**config.mk**
```make
export PLATFORM = sky130hd
export DESIGN_NAME = lsu_mem_sequencer
export DESIGN_NICKNAME = d
export VERILOG_FILES = /design/src/rtl/lsu_mem_sequencer.sv
export SDC_FILE = /design/constraint.sdc
export NUM_CORES = 1
export LEC_CHECK = 0
export CORE_UTILIZATION = 27
export DETAILED_ROUTE_END_ITERATION = 7
export DONT_BUFFER_PORTS = 1
export PLACE_DENSITY_LB_ADDON = 0.15
export SYNTH_ARGS = -nofsm -noshare
export SYNTH_HDL_FRONTEND = slang
export SYNTH_SLANG_ARGS = --single-unit
```
**constraint.sdc**
```tcl
create_clock -name i_clk -period 3.41 [get_ports i_clk]
set_input_delay 0.341 -clock i_clk [delete_from_list [all_inputs] [get_ports i_clk]]
set_output_delay 0.341 -clock i_clk [all_outputs]
set_load 0.1 [all_outputs]
```
**src/rtl/lsu_mem_sequencer.sv**
```systemverilog
// Load/store sequencer in front of a single-port synchronous data memory.
// Sub-word stores become read-modify-write; loads are lane-extracted and extended.
module lsu_mem_sequencer #(
   parameter int unsigned WIDTH  = 32,
   parameter int unsigned MEM_AW = 10
) (
   input  logic              i_clk,
   input  logic              i_rst_n,
   input  logic              i_req_valid,
   output logic              o_req_ready,
   input  logic              i_req_we,
   input  logic [1:0]        i_req_bhw,
   input  logic              i_req_sign,
   input  logic [WIDTH-1:0]  i_req_addr,
   input  logic [WIDTH-1:0]  i_req_wdata,
   output logic              o_resp_valid,
   output logic [WIDTH-1:0]  o_resp_rdata,
   output logic              o_resp_err,
   output logic              o_mem_re,
   output logic              o_mem_we,
   output logic [MEM_AW-1:0] o_mem_addr,
   output logic [WIDTH-1:0]  o_mem_wdata,
   input  logic [WIDTH-1:0]  i_mem_rdata
);

   typedef enum logic [2:0] {
      StIdle,
      StRd,
      StMrg,
      StWr,
      StResp
   } state_e;

   localparam int unsigned AddrKeep = MEM_AW + 2;

   state_e                r_state;
   state_e                w_state_nxt;

   logic                  r_we;
   logic [1:0]            r_bhw;
   logic                  r_sign;
   logic [AddrKeep-1:0]   r_addr;
   logic [WIDTH-1:0]      r_wdata;
   logic [WIDTH-1:0]      r_wbuf;
   logic                  r_resp_valid;
   logic [WIDTH-1:0]      r_resp_rdata;
   logic                  r_resp_err;

   logic                  w_we_nxt;
   logic [1:0]            w_bhw_nxt;
   logic                  w_sign_nxt;
   logic [AddrKeep-1:0]   w_addr_nxt;
   logic [WIDTH-1:0]      w_wdata_nxt;
   logic [WIDTH-1:0]      w_wbuf_nxt;
   logic                  w_resp_valid_nxt;
   logic [WIDTH-1:0]      w_resp_rdata_nxt;
   logic                  w_resp_err_nxt;

   logic                  w_accept;
   logic                  w_misalign;
   logic [7:0]            w_rd_byte;
   logic [15:0]           w_rd_half;
   logic [WIDTH-1:0]      w_load_data;
   logic [WIDTH-1:0]      w_merged;
   logic                  w_unused_addr;

   // Upper address bits are beyond the memory's reach and are dropped.
   assign w_unused_addr = ^i_req_addr[WIDTH-1:AddrKeep];

   assign w_accept   = i_req_valid && (r_state == StIdle);
   assign w_misalign = ((i_req_bhw == 2'd1) && i_req_addr[0]) ||
                       (i_req_bhw[1] && (i_req_addr[1:0] != 2'b00));

   // Load lane extraction from the word returned by memory.
   always_comb begin
      w_rd_byte = 8'h00;
      unique case (r_addr[1:0])
         2'd0: w_rd_byte = i_mem_rdata[7:0];
         2'd1: w_rd_byte = i_mem_rdata[15:8];
         2'd2: w_rd_byte = i_mem_rdata[23:16];
         2'd3: w_rd_byte = i_mem_rdata[31:24];
         default: w_rd_byte = 8'h00;
      endcase
      w_rd_half = r_addr[1] ? i_mem_rdata[31:16] : i_mem_rdata[15:0];

      w_load_data = i_mem_rdata;
      case (r_bhw)
         2'd0: w_load_data = {{(WIDTH-8){r_sign & w_rd_byte[7]}}, w_rd_byte};
         2'd1: w_load_data = {{(WIDTH-16){r_sign & w_rd_half[15]}}, w_rd_half};
         default: w_load_data = i_mem_rdata;
      endcase
   end

   // Store merge: replace only the addressed lane of the fetched word.
   always_comb begin
      w_merged = i_mem_rdata;
      case (r_bhw)
         2'd0: begin
            unique case (r_addr[1:0])
               2'd0: w_merged[7:0]   = r_wdata[7:0];
               2'd1: w_merged[15:8]  = r_wdata[7:0];
               2'd2: w_merged[23:16] = r_wdata[7:0];
               2'd3: w_merged[31:24] = r_wdata[7:0];
               default: w_merged = i_mem_rdata;
            endcase
         end
         2'd1: begin
            if (r_addr[1]) begin
               w_merged[31:16] = r_wdata[15:0];
            end else begin
               w_merged[15:0] = r_wdata[15:0];
            end
         end
         default: w_merged = r_wdata;
      endcase
   end

   // Next-state and registered-response logic.
   always_comb begin
      w_state_nxt      = r_state;
      w_we_nxt         = r_we;
      w_bhw_nxt        = r_bhw;
      w_sign_nxt       = r_sign;
      w_addr_nxt       = r_addr;
      w_wdata_nxt      = r_wdata;
      w_wbuf_nxt       = r_wbuf;
      w_resp_valid_nxt = 1'b0;
      w_resp_rdata_nxt = r_resp_rdata;
      w_resp_err_nxt   = r_resp_err;

      case (r_state)
         StIdle: begin
            if (w_accept) begin
               w_we_nxt         = i_req_we;
               w_bhw_nxt        = i_req_bhw;
               w_sign_nxt       = i_req_sign;
               w_addr_nxt       = i_req_addr[AddrKeep-1:0];
               w_wdata_nxt      = i_req_wdata;
               w_resp_rdata_nxt = '0;
               w_resp_err_nxt   = 1'b0;
               if (w_misalign) begin
                  w_resp_valid_nxt = 1'b1;
                  w_resp_err_nxt   = 1'b1;
                  w_state_nxt      = StResp;
               end else if (i_req_we && i_req_bhw[1]) begin
                  w_wbuf_nxt  = i_req_wdata;
                  w_state_nxt = StWr;
               end else begin
                  w_state_nxt = StRd;
               end
            end
         end
         StRd: begin
            w_state_nxt = StMrg;
         end
         StMrg: begin
            if (r_we) begin
               w_wbuf_nxt  = w_merged;
               w_state_nxt = StWr;
            end else begin
               w_resp_rdata_nxt = w_load_data;
               w_resp_valid_nxt = 1'b1;
               w_state_nxt      = StResp;
            end
         end
         StWr: begin
            w_resp_valid_nxt = 1'b1;
            w_state_nxt      = StResp;
         end
         StResp: begin
            w_resp_rdata_nxt = '0;
            w_resp_err_nxt   = 1'b0;
            w_state_nxt      = StIdle;
         end
         default: begin
            w_state_nxt = StIdle;
         end
      endcase
   end

   always_ff @(posedge i_clk) begin
      if (!i_rst_n) begin
         r_state <= StIdle;
      end else begin
         r_state <= w_state_nxt;
      end
   end

   always_ff @(posedge i_clk) begin
      if (!i_rst_n) begin
         r_we         <= 1'b0;
         r_bhw        <= 2'd0;
         r_sign       <= 1'b0;
         r_addr       <= '0;
         r_wdata      <= '0;
         r_wbuf       <= '0;
         r_resp_valid <= 1'b0;
         r_resp_rdata <= '0;
         r_resp_err   <= 1'b0;
      end else begin
         r_we         <= w_we_nxt;
         r_bhw        <= w_bhw_nxt;
         r_sign       <= w_sign_nxt;
         r_addr       <= w_addr_nxt;
         r_wdata      <= w_wdata_nxt;
         r_wbuf       <= w_wbuf_nxt;
         r_resp_valid <= w_resp_valid_nxt;
         r_resp_rdata <= w_resp_rdata_nxt;
         r_resp_err   <= w_resp_err_nxt;
      end
   end

   assign o_req_ready  = (r_state == StIdle);
   assign o_mem_re     = (r_state == StRd);
   assign o_mem_we     = (r_state == StWr);
   assign o_mem_addr   = r_addr[AddrKeep-1:2];
   assign o_mem_wdata  = r_wbuf;
   assign o_resp_valid = r_resp_valid;
   assign o_resp_rdata = r_resp_rdata;
   assign o_resp_err   = r_resp_err;

endmodule

```
Yosys cells after proc, flatten, opt, wreduce, memory -nomap -nowiden
Index checks and enable logic that the tools add are counted.
Word-level totals
  register bits after elaboration: 117
  input port bits: 103
  output and inout port bits: 79
  logic and storage cells: 71
Operators by class
  eq/ne operators: 14
  multiplexer cells: 29
  bitwise operators: 2
  reduce and logical (&&, ||, !) cells: 16
Operators with widths (count)
  two-way mux 32 bit: 6
  one-hot mux 32 bit (2 select lines): 3
  one-hot mux 32 bit (3 select lines): 1
  two-way mux 16 bit: 3
  two-way mux 8 bit: 4
  one-hot mux 8 bit (4 select lines): 1
  one-hot mux 3 bit (4 select lines): 1
  two-way mux 3 bit: 3
  == test 2 x 1 -> 1 bit (second input constant): 3
  == test 3 x 2 -> 1 bit (second input constant): 2
  != test 2 bit (second input constant): 3
  nonzero test 2 bit: 3
  AND reduction 5 bit: 1
  == test 2 bit (second input constant): 2
  logical AND 1 bit: 4
  logical NOT 2 bit: 2
  two-way mux 1 bit: 4
  != test 2 x 1 -> 1 bit (second input constant): 2
  AND reduction 2 bit: 2
  == test 3 x 1 -> 1 bit (second input constant): 1
  == test 3 bit (second input constant): 1
  logical NOT 3 bit: 1
  one-hot mux 1 bit (3 select lines): 1
  AND reduction 3 bit: 1
  5 further kinds: 6

Depth between registers and ports, before layout
Gate-level depths: netlist (run 1).
  word-level depth: 6
  mapped depth: 8
  depth with buffers taken out: 4

Least setup slack after synthesis (run 1)
Ideal clock, no wire load.
  path kind: register -> register
  start point: register r_state[0]
  end point: register r_addr[0]
  setup time: 0.122 ns
  arrival: 3.545 ns
  data required time: 3.288 ns
  slack: -0.257 ns
  cell stages (with the launch flop): 8
  buffers on the path: 3
  period minus slack after synthesis: 3.667 ns
  cells stage by stage: dfxtp_1 buf_2 nor3_1 nand2_1 buf_2 clkbuf_1 nand2_1 a21boi_0
On the way
  cells in the longest elaborated chain, start to end: 3
Ends and longest elaborated chain
  start, declared: RTL line 36  | state_e r_state;
  start signal, assigned: RTL line 183  | r_state <= StIdle;
  start signal, assigned: RTL line 185  | r_state <= w_state_nxt;
  logical NOT 3 bit (*)
  named net o_req_ready: RTL line 10  | output logic o_req_ready,
  logical AND 1 bit: RTL line 70  | assign w_accept = i_req_valid && (r_state == StIdle);
  AND reduction 2 bit (no source line) (*)
  end signal, assigned: RTL line 204  | r_addr <= w_addr_nxt;
  end, declared: RTL line 42  | logic [AddrKeep-1:0] r_addr;
Mark *: on every way through the listed nets, which the timed path passes. The rest lies on a longest branch.
A chain may end at the register's enable or synchronous reset.

Final worst setup path (run 1)
  start point: register r_addr[1]
  end point: register r_wbuf[7], in the netlist o_mem_wdata[7]
On the way
  cells in the longest elaborated chain, start to end: 5
  elaborated cells between the ends (all ways): 6
  classes of those cells: mux (5); reduce/logical (1)
Ends and longest elaborated chain
  logical NOT 2 bit: RTL line 99  | unique case (r_addr[1:0])
  two-way mux 8 bit: RTL line 99
  one-hot mux 32 bit (2 select lines) (*): RTL line 97  | case (r_bhw)
  two-way mux 32 bit (*): RTL line 157  | if (r_we) begin
  one-hot mux 32 bit (2 select lines) (*): RTL line 131  | case (r_state)
  end signal, assigned: RTL line 206  | r_wbuf <= w_wbuf_nxt;
  end, declared: RTL line 44  | logic [WIDTH-1:0] r_wbuf;
Mark *: on every way between the ends. The rest lies on a longest branch, timed or not. The select of a mux whose other input is x is not followed.

==> results of run 1 <==
## Yosys cell counts, types with 9 or more instances
cell,number
a211o_1,16
a32o_1,35
nand2b_1,20
buf_2,30
nand2_1,109
dfxtp_1,117
o21a_1,10
clkbuf_1,37
a21oi_1,46
mux2i_1,16
nor2_1,35
o21ai_0,38
a21boi_0,57
o22ai_1,9
and3_1,17
buf_4,12
## logic make-up (layout without fill, tap and decap cells)
| kind of cell | after synthesis | in the layout | share of synthesized area, % |
|---|---|---|---|
| AO/OA/AOI/OAI | 298 | 298 | 35.1 |
| flip-flops | 117 | 117 | 37.9 |
| AND/OR/NAND/NOR | 208 | 208 | 15.7 |
| buffers and inverters | 90 | 53 | 7.29 |
| multiplexers | 23 | 23 | 4.05 |
## power by group through the flow
stage / logic (mW) / clock network, mW / registers (mW)
2_1_floorplan: 0.467 / 0 / 1.59
3_3_place_gp: 0.439 / 0 / 1.70
3_5_place_dp: 0.447 / 0 / 1.70
4_1_cts: 0.450 / 1.76 / 1.68
5_1_grt: 0.497 / 1.84 / 1.68
6_report: 0.448 / 1.74 / 1.68
## layout make-up
| class | count | share of cell area (%) |
|---|---|---|
| sequential | 117 | 34.2 |
| tap | 280 | 5.11 |
| clock inverter | 8 | 1.08 |
| multi-input combinational | 529 | 50.1 |
| clock buffer | 24 | 7.18 |
| timing repair buffer | 16 | 2.04 |
| inverter | 5 | 0.274 |
## critical path, stage by stage (launching register included)
cell       delay (ns)
dfxtp_2          0.92
inv_1            0.49
a2111oi_0        0.91
a211o_1          0.20
a21boi_1         0.06
## stage by stage
| step | setup WS, ns | utilization, % | hold WS [ns] | instance area [µm²] |
|---|---|---|---|---|
| after CTS | 0.777 | 30.9 | 0.0507 | 6850 |
| after global placement | 0.875 | 28.4 | 0.459 | 6290 |
| after floorplan | 0.220 | - | 0.444 | 6190 |
| final | 0.704 | 30.9 | 0.0649 | 6850 |
| after detailed placement | 0.788 | 28.4 | 0.461 | 6290 |
| after global routing | 0.413 | 30.9 | 0.0492 | 6850 |
## worst max-delay path by stage
stage | slack [ns] | end | start
after floorplan | 0.22 | r_state[1] | r_state[0]
after global placement | 0.87 | o_mem_wdata[7] | r_addr[1]
after detailed placement | 0.79 | o_mem_wdata[7] | r_state[1]
after CTS | 0.78 | o_mem_wdata[7] | r_state[1]
after global routing | 0.41 | o_mem_wdata[7] | r_addr[1]
final | 0.70 | o_mem_wdata[7] | r_addr[1]
## layout by cell type, fill, tap and decap left out, types with 4 or more instances in the layout
cell,Yosys,final
o211ai_1,8,8
a2bb2oi_1,7,7
o21a_1,10,10
a32o_1,35,35
clkbuf_16,0,17
o31ai_1,8,8
clkbuf_8,0,4
a2111oi_0,8,8
nand2_1,109,109
inv_1,4,4
o21ai_0,38,38
o21ai_1,4,4
a21oi_1,46,46
a221o_1,8,8
buf_4,12,15
mux2_2,6,6
nor2_1,35,35
a22o_1,8,8
o22ai_1,9,9
clkinv_2,0,4
a21boi_0,57,57
nor3_1,7,6
nor2b_1,5,5
o21bai_1,6,6
a211o_1,16,16
a21boi_1,7,7
a31oi_1,8,8
a31o_2,4,4
and3_1,17,17
nand2b_1,20,20
dfxtp_1,117,115
mux2i_1,16,16
## layer usage
metal / GRT usage (%) / wire length, µm / up-vias
li1: - / - / 2601
met1: 22.5 / 9480 / 2669
met2: 30.6 / 10400 / 193
met3: 6.66 / 1610 / 38
met4: 7.55 / 649 / 0
met5: 0 / 0 / -
## registers in the layout, indices dropped and copies added (netlist names)
signal	cells
r_state	3
o_mem_wdata	32
o_resp_valid	1
o_resp_err	1
r_addr	12
r_sign	1
r_wdata	32
r_bhw	2
o_resp_rdata	32
r_we	1
==> impl_metrics.toml, run 1 <==
[power]
p_clk_share_pct = 45.0
switchingPower_mw = 1.19
p_total_mw = 3.86
leakage_nw = 2.42
max-vdd-ir-drop_v = 0.000293
intPower_mw = 2.67
power_density_nw_per_um2 = 563
seqPwrFrac_pct = 43.4
sw_frac_of_total_pct = 30.8
pwr-share-comb_pct = 11.6

[route]
ant_nets = 0
routedWlPerCell_um = 22.6
viasPerCell = 5.62
vias = 5501
drc = 0
first_pass_iters = 5
wl_um = 22100
drtIter0Drc = 486

[critical_path]
arrival_ns = 3.01
r2r-end = "o_mem_wdata[7]"
cp_max_fo = 42
r2r_setup_slack_ns = 0.70
start_kind = "flop"
cp.required_ns = 3.72
critical_path_class = "flop to flop"
critPathCaptureType = "flop"
reg2reg_depth = 4
r2r_start = "r_addr[1]"

[sta]
hold_viol = 0
skew_ns = 0.00968
final.min_clock_period_ns = 2.71
finalSetupViolations = 0
worst_slew_pin_slew_ns = 1.22
setup_tns_ns = 0
slew_violations = 0
min_period_over_period_pct = 79.3
fmax_mhz = 370
rsz0062_at_grt = "no"
slew_headroom_pct = 18.4

[layout]
drive_above_1_share_pct = 9.73
syn_to_final_growth_pct = 10.8
multi_input_area_um2 = 3430
num_antenna_cells = 0
layout.nets = 789
nFillCells = 2377
stdcell_count = 979
regArea_um2 = 2340

[run_status]
status = "complete, no violations"

[placement]
dp_cells = 947
gp_congestion = 0.787
io_buffers = 0
dp_hpwl_um = 15700

[clock_network]
clkSinkCount = 117
path_clk_slew_ns = 0.06
cts_hold_buf = 0
cts_buffers = 17
clock_path_buffers = 2
cts-root-buf = "clkbuf_16"
cts_resized = 0
cts_tree = "built"
cts_max_level = 4
clk_latency_ns = 0.42
post_cts_buffers = 0

[synth]
synth-seq-area-share_pct = 37.9
ys_ff_latch = 117
synth.area.top_cells = "dfxtp_1, a21boi_0, nand2_1"
postSynthAreaPerCell_um2 = 8.40
netlist_area_um2 = 6180
synth_enable_flop_cells = 0
ys.flop_type = "dfxtp_1"
syn-num-nets = 839
yosysTopAreaCellShare_pct = 37.9
ys_warn_count = 0
ys_async_sr_fraction_pct = 0
synth_cell_types = 53
synthCells = 736
synth_area_leader_cell = "dfxtp_1"

[job]
drv_cap = 0

[global_routing]
grt_pass1_vias = 5519
grt-ovfl-total = 0
grt_usage_pct = 18.8
antenna_found_initial = 0
grt_pass1_wl_um = 33300
grt_start_max_net_pins = 101

[min_path]
hold_end = "r_we"
min_from = "i_req_we"
whs_path_depth = 2
hold_path.class = "input pin to flop"

[die]
core_um2 = 22200
fp-row-count = 54
dieArea_um2 = 23500
ios = 182
die_h_um = 153
die_w_um = 153
start_util_pct = 27.9
(Power assumes the default switching activity.)
==> run 2, diff against run 1 <==
- clock period: 3.41 -> 2.7 ns (I/O delays scaled with it)
==> run 2 against run 1 <==
Compared with the run above:
- via count increased by 6.8%
- combinational power increased by 66%
- count of clock-buffer cells in the layout decreased by 4
- sequential power increased by 21%
- die area unchanged
- global-route usage increased by 0.97 points
- fmax increased by 14%
- cell count increased by 9.0%
- flip-flop and latch count unchanged
- routed wire length increased by 4.3%
- critical path type unchanged
- highest routed layer unchanged
==> impl_metrics.toml, run 2 (same netlist as run 1, synthesis figures left out) <==
[critical_path]
reg2reg_depth = 4
crit_buf_inv = 1
critical_path_class = "flop to flop"
critPathCaptureType = "flop"
critPathTopFamily = "compound AO/OA/AOI/OAI gates"
cp.required_ns = 3.01
crit_slowest_cell = "a2111oi_0"
start_kind = "flop"
critPathMaxStageDelay_ns = 0.85
arrival_ns = 2.67
cp_max_fo = 37
r2r_setup_slack_ns = 0.33
crit_chain = "inv_1 > a2111oi_0 > a211o_1 > a21boi_1"
cp.depth = 4

[global_routing]
grt_usage_pct = 19.8
antenna_found_initial = 0
grt_start_max_net_pins = 96
grt-ovfl-total = 0
grt_pass1_wl_um = 35400
grt_pass1_vias = 5872

[die]
fp-row-count = 54
start_util_pct = 27.9
die_h_um = 153
ios = 182
die_w_um = 153
dieArea_um2 = 23500
core_um2 = 22200

[sta]
finalSetupViolations = 0
min_period_over_period_pct = 87.6
final.min_clock_period_ns = 2.37
rsz0062_at_grt = "no"
slew_violations = 0
fmax_mhz = 423
skew_ns = 0.00873
worst_slew_pin_slew_ns = 1.04
hold_viol = 0
slew_headroom_pct = 30.9
setup_tns_ns = 0

[route]
drtIter0Drc = 360
viasPerCell = 5.51
first_pass_iters = 5
routedWlPerCell_um = 21.6
wl_um = 23100
vias = 5877
drc = 0
ant_nets = 0

[clock_network]
cts-root-buf = "clkbuf_16"
cts_buffers = 17
path_clk_slew_ns = 0.05
cts_tree = "built"
clkSinkCount = 117
cts_max_level = 4
post_cts_buffers = 0
clock_path_buffers = 2
clk_latency_ns = 0.42

[placement]
dp_hpwl_um = 16000
gp_congestion = 0.785
io_buffers = 0

[power]
power_density_nw_per_um2 = 658
max-vdd-ir-drop_v = 0.000322
leakage_nw = 2.86
p_total_mw = 5.06

[layout]
layout.nets = 878
final_cell_mix = "dfxtp_1, nand2_1, a21boi_0"
syn_to_final_growth_pct = 24.6
num_antenna_cells = 0
final_common_cell = "dfxtp_1"
drive_above_1_share_pct = 13.2

[min_path]
hold_path.class = "input pin to flop"
whs_path_depth = 1

[run_status]
status = "complete, no violations"

[job]
drv_cap = 0
-- run 2: area by class of cell --
class	instances	area, µm²
repair buffers	105	955
inverters	5	18.8
well taps	280	350
multi-input cells	529	3440
fillers	2306	14500
flip-flops and latches	117	2340
clock buffers	20	467
clock inverters	11	126
-- run 2: metrics by stage --
stage               utilization (%)  hold WS [ns]  std cells  instance area [µm²]  setup slack (ns)
floorplan                         -         0.415        736                 6190            0.0557
global placement               29.6         0.417        982                 6560             0.504
detailed placement             29.6         0.421        982                 6560             0.478
CTS                            34.7      0.000173       1066                 7680             0.109
global route                   34.8       0.00138       1067                 7700             0.197
finish                         34.8        0.0105       1067                 7700             0.334
-- run 2: power breakdown --
part	switching (mW)	internal (mW)
Sequential	0.235	1.81
Combinational	0.456	0.289
Clock	0.852	1.43
Total	1.54	3.52
-- run 2: repair_timing --
item	CTS	global route
setup endpoints to repair	0	2
hold endpoints to repair	43	4
hold buffers	53	2
gates resized for setup	0	1
-- run 2: routing by layer --
metal	GRT usage (%)	up-vias	wire [µm]
met3	5.13	43	1500
met1	24.9	2857	9930
met2	32.2	198	11100
met4	7.65	0	543
met5	0	-	0
li1	-	2779	-
-- run 2: final timing paths --
check / startpoint / to
setup / recovery: r_addr[1] / o_mem_wdata[5]
hold / removal: i_rst_n / r_wdata[10]
setup reg to reg: r_addr[1] / o_mem_wdata[5]
hold reg to reg: r_wdata[28] / r_wdata[28]
